**config.mk**
```make
export PLATFORM = sky130hd
export DESIGN_NAME = mult12_seq_ctrl
export DESIGN_NICKNAME = d
export VERILOG_FILES = /design/src/rtl/mult12_seq_ctrl.sv
export SDC_FILE = /design/constraint.sdc
export NUM_CORES = 1
export LEC_CHECK = 0
export ABC_AREA = 1
export BUFFER_PORTS_ARGS = -buffer_cell sky130_fd_sc_hd__buf_2
export CAP_MARGIN = 40
export CORE_MARGIN = 3
export CORE_UTILIZATION = 58
export DETAILED_ROUTE_END_ITERATION = 10
export GPL_TIMING_DRIVEN = 0
export PLACE_DENSITY = 0.81
export SYNTH_ARGS = -nofsm -noshare
export SYNTH_HDL_FRONTEND = slang
export SYNTH_SLANG_ARGS = --single-unit
```
**constraint.sdc**
```tcl
create_clock -name clk -period 3.8 [get_ports clk]
set_input_delay 0.38 -clock clk [delete_from_list [all_inputs] [get_ports clk]]
set_output_delay 0.38 -clock clk [all_outputs]
set_load 0.02 [all_outputs]
```
**src/rtl/mult12_seq_ctrl.sv**
```systemverilog
// 12x12 unsigned multiply sequencer driving one external pipelined 6x6 core.
// Four partial products are issued back to back and accumulated as they return.
module mult12_seq_ctrl #(
    parameter int CORE_LAT = 2
) (
    input  logic        clk,
    input  logic        rst,
    input  logic        in_valid,
    output logic        in_ready,
    input  logic [11:0] in_a,
    input  logic [11:0] in_b,
    output logic [5:0]  core_a,
    output logic [5:0]  core_b,
    input  logic [11:0] core_c,
    output logic        out_valid,
    input  logic        out_ready,
    output logic [23:0] out_prod,
    output logic        busy
);

    localparam logic [1:0] S_IDLE  = 2'd0;
    localparam logic [1:0] S_ISSUE = 2'd1;
    localparam logic [1:0] S_DRAIN = 2'd2;
    localparam logic [1:0] S_DONE  = 2'd3;

    // Every tag stage except the one exiting this cycle.
    localparam logic [CORE_LAT-1:0] HOLD_MASK = {CORE_LAT{1'b1}} >> 1;

    logic [1:0]  state_q, state_d;
    logic [1:0]  idx_q, idx_d;
    logic [11:0] a_q, a_d;
    logic [11:0] b_q, b_d;
    logic [23:0] acc_q, acc_d;
    logic [23:0] prod_q, prod_d;

    logic [CORE_LAT-1:0]      tv_q;
    logic [CORE_LAT-1:0][1:0] ts_q;
    logic                     push;
    logic [1:0]               push_s;
    logic [3:0]               shamt;

    always_comb begin
        unique case (ts_q[CORE_LAT-1])
            2'd1:    shamt = 4'd6;
            2'd2:    shamt = 4'd12;
            default: shamt = 4'd0;
        endcase
    end

    always_comb begin
        state_d = state_q;
        idx_d   = idx_q;
        a_d     = a_q;
        b_d     = b_q;
        prod_d  = prod_q;
        push    = 1'b0;
        push_s  = 2'd0;
        acc_d   = acc_q;
        if (tv_q[CORE_LAT-1]) begin
            acc_d = acc_q + ({12'd0, core_c} << shamt);
        end
        unique case (state_q)
            S_IDLE: begin
                if (in_valid) begin
                    a_d     = in_a;
                    b_d     = in_b;
                    acc_d   = '0;
                    idx_d   = 2'd0;
                    state_d = S_ISSUE;
                end
            end
            S_ISSUE: begin
                push = 1'b1;
                unique case (idx_q)
                    2'd0:    push_s = 2'd0;
                    2'd3:    push_s = 2'd2;
                    default: push_s = 2'd1;
                endcase
                idx_d = idx_q + 2'd1;
                if (idx_q == 2'd3) begin
                    state_d = S_DRAIN;
                end
            end
            S_DRAIN: begin
                if (~|(tv_q & HOLD_MASK)) begin
                    prod_d  = acc_d;
                    state_d = S_DONE;
                end
            end
            S_DONE: begin
                if (out_ready) begin
                    state_d = S_IDLE;
                end
            end
            default: state_d = S_IDLE;
        endcase
    end

    always_ff @(posedge clk or posedge rst) begin
        if (rst) begin
            state_q <= S_IDLE;
            idx_q   <= '0;
            a_q     <= '0;
            b_q     <= '0;
            acc_q   <= '0;
            prod_q  <= '0;
            tv_q    <= '0;
            ts_q    <= '0;
        end else begin
            state_q <= state_d;
            idx_q   <= idx_d;
            a_q     <= a_d;
            b_q     <= b_d;
            acc_q   <= acc_d;
            prod_q  <= prod_d;
            for (int i = CORE_LAT - 1; i > 0; i--) begin
                tv_q[i] <= tv_q[i-1];
                ts_q[i] <= ts_q[i-1];
            end
            tv_q[0] <= push;
            ts_q[0] <= push_s;
        end
    end

    always_comb begin
        core_a = '0;
        core_b = '0;
        if (state_q == S_ISSUE) begin
            core_a = idx_q[0] ? a_q[11:6] : a_q[5:0];
            core_b = idx_q[1] ? b_q[11:6] : b_q[5:0];
        end
    end

    assign in_ready  = (state_q == S_IDLE);
    assign out_valid = (state_q == S_DONE);
    assign busy      = (state_q != S_IDLE);
    assign out_prod  = prod_q;

endmodule

```
==> results_dict.tcl <==
set metrics [dict create \
    max_freq_mhz 304 \
    antenna_cells_inserted 0 \
    io_pins 79 \
    final.setup_skew_ns 0.0175 \
    max-cap-violations 0 \
    drtIter0Drc 373 \
    ir_worst_vdd_mv 0.496 \
    setup_viol_count_final 0 \
    placed_cell_area_um2 6220 \
    worst_slew_pin_slew_ns 0.584 \
    worstPathRequired_ns 4.04 \
    finalWirelength_mm 14.5 \
    finalMaxSlewViolations 0 \
    rsz0062_at_grt "no" \
    drc 0 \
    power_density_nw_per_um2 953 \
    nNetsFinal 1010 \
    crit_top_cell "nand2_1" \
    hold_path_class "in2reg" \
    status "finished clean" \
    fin_crit_ns 3.29 \
    ys_types 33 \
    vias_per_cell 5.07 \
    drt-pass1-iter-count 6 \
    hold_violations 0 \
    synth-seq-cells 82 \
    numCtsBuffers 9 \
    critPathMaxFanout 10 \
    clock-root-buffer "clkbuf_8" \
    ant_nets 0 \
    cts.sinks 82 \
    vias 5429 \
    period_share_pct 86.6 \
    grt_start_max_net_pins 64 \
    clkTransAtPathRegs_ns 0.09 \
    port_buffers 78 \
    overflow 0 \
    cts_resized 0 \
    cp_cell_sequence "inv_1 -> ha_1 -> buf_2 -> inv_1 -> buf_2 -> nor3_1 -> ha_1 -> fa_1 -> nand2_1 -> nand2_1 -> nand2_1 -> o21ai_2 -> xnor2_1 -> nand2_1 -> o21ai_1 -> o21ai_2" \
    wl_per_cell_um 13.5 \
    cts_setup_buffers 0 \
    grt_pass1_wl_mm 23.9 \
    area_delta_synth_final_pct 14.4 \
    synth_warnings 0 \
    final_layout_size_suffix_gt1_share_pct 15.1 \
    core_um2 9330 \
    p_leak_uw 0.00368 \
    clock_latency_ns 0.36 \
    die_h_um 105 \
    synth_edf_count 0 \
    cts-htree-levels 3 \
    syn-num-nets 919 \
    finalWeightedCongestion 0.969 \
    fin_area_um2 6440 \
    holdBufCountCts 1 \
    synthesis.area_um2 5630 \
    path_class "reg2reg" \
    cp_slowest_cell "dfrtp_1" \
    cts_tree "done" \
    cp-end-kind "register" \
    syn_area_per_cell_um2 6.66 \
    cp.arrival_ns 3.53 \
    ys_dominant_reg_cell "dfrtp_1" \
    yosysSeqAreaShare_pct 36.4 \
    start_kind "register" \
    fin_setup_tns_ns 0 \
    antenna_found_initial 1 \
    grt_pass1_vias 5174 \
    die_w_um 105 \
    clk_path_buf_depth 2 \
    relSlewSlack_pct 61.0 \
    start_util_pct 60.4 \
    postSynthCellCount 846 \
    max_stage_delay_ns 0.39 \
    synth-async-reset-ratio_pct 100 \
    dp_hpwl_mm 11.5 \
    grt_use_total_pct 27.1 \
    dieArea_um2 10900 \
    rows 35 \
]
==> kinds of logic after synthesis <==
| kind of cell | Yosys count | share of synthesized area, % |
|---|---|---|
| AND/OR/NAND/NOR | 501 | 36.9 |
| adder cells (fa/ha/maj) | 33 | 7.46 |
| buffers and inverters | 138 | 9.59 |
| AO/OA/AOI/OAI | 80 | 7.62 |
| XOR/XNOR | 5 | 0.777 |
| flip-flops | 82 | 36.4 |
| multiplexers | 7 | 1.24 |
==> stage by stage <==
step | hold slack (ns) | power [uW] | utilization, % | instances | setup WS [ns]
after detailed placement | 0.339 | 5400 | 66.6 | 1054 | 0.565
final | 0.207 | 6140 | 69.1 | 1071 | 0.510
after global routing | 0.211 | 6740 | 69.1 | 1071 | 0.247
after global placement | 0.335 | 5320 | 66.3 | 1053 | 0.394
after CTS | 0.197 | 6130 | 69.1 | 1071 | 0.553
after floorplan | 0.331 | 4400 | - | 846 | 1.15
==> registers in the layout, summed over array words and instances, names as in the netlist <==
signal,count
out_prod,24
b_q,12
acc_q,24
a_q,12
ts_q,4
idx_q,2
state_q,2
tv_q,2
==> cell usage after synthesis (6+ instances only) <==
master / number / area share (%)
clkbuf_1: 10 / 0.67
dfrtp_1: 82 / 36
ha_1: 32 / 7.1
nand2_1: 315 / 21
inv_1: 111 / 7.4
nand3_1: 51 / 4.5
nor2_2: 6 / 0.67
mux2i_1: 7 / 1.2
a21oi_1: 12 / 1.1
nand4_1: 9 / 1.0
nand2_2: 6 / 0.67
nor2_1: 90 / 6.0
o21ai_0: 49 / 4.4
buf_2: 10 / 0.89
o21ai_1: 7 / 0.62
or2_2: 14 / 1.6
==> cells in the final DEF (no fill, tap or decap), types with 9 or more instances in the layout <==
cell and instances:
or2_2 14, a21oi_1 12, buf_2 88, o21ai_0 49, clkbuf_8 10, inv_1 110
nand2_1 315, clkbuf_1 11, nand4_1 9, dfrtp_1 82, nor2_1 90, ha_1 32
nand3_1 51
==> final cells by class <==
class	count	area (um2)
Timing Repair Buffer	80	428
Sequential cell	82	2050
Tap cell	129	161
Multi-Input combinational cell	626	3040
Buffer	25	116
Clock buffer	10	128
Inverter	113	427
Fill cell	829	2880
Clock inverter	6	90.1
==> final timing paths <==
| path | cells past startpoint | end | startpoint | slack, ns |
|---|---|---|---|---|
| max | 16 | out_prod[8] | ts_q[2] | 0.51 |
| min | 3 | b_q[8] | in_b[8] | 0.21 |
| max reg2reg | 16 | out_prod[8] | ts_q[2] | 0.51 |
| min reg2reg | 0 | ts_q[2] | ts_q[0] | 0.36 |
| max in group asynchronous | 4 | state_q[1] | rst | 2.70 |
| min in group asynchronous | 3 | acc_q[22] | rst | 0.52 |
==> power by group <==
part           internal, uW  switching [uW]  leakage (uW)  total (uW)
registers              1290             233       0.00103        1520
logic                  1320            2600       0.00254        3920
clock network           373             333      0.000107         706
==> critical path: cells and delay by family, from the launching register on <==
kind | cells | cell delay, ns
DFF | 1 | 0.39
and+or+nand+nor | 5 | 0.75
AOI/OAI and AO/OA | 3 | 0.46
buffers and inverters | 4 | 0.59
xor gates and xnor gates | 1 | 0.14
adders and majority gates | 3 | 0.83
==> routing by layer <==
metal	vias to the layer above	part of all wire (%)	routed length (um)	global-route usage [%]
li1	2812	-	-	-
met1	2430	44	6350	34.0
met2	157	47	6770	45.6
met3	30	6.0	867	5.44
met4	0	3.2	469	11.5
met5	-	0	0	0
Note: power is estimated with default switching activity, not from simulation.
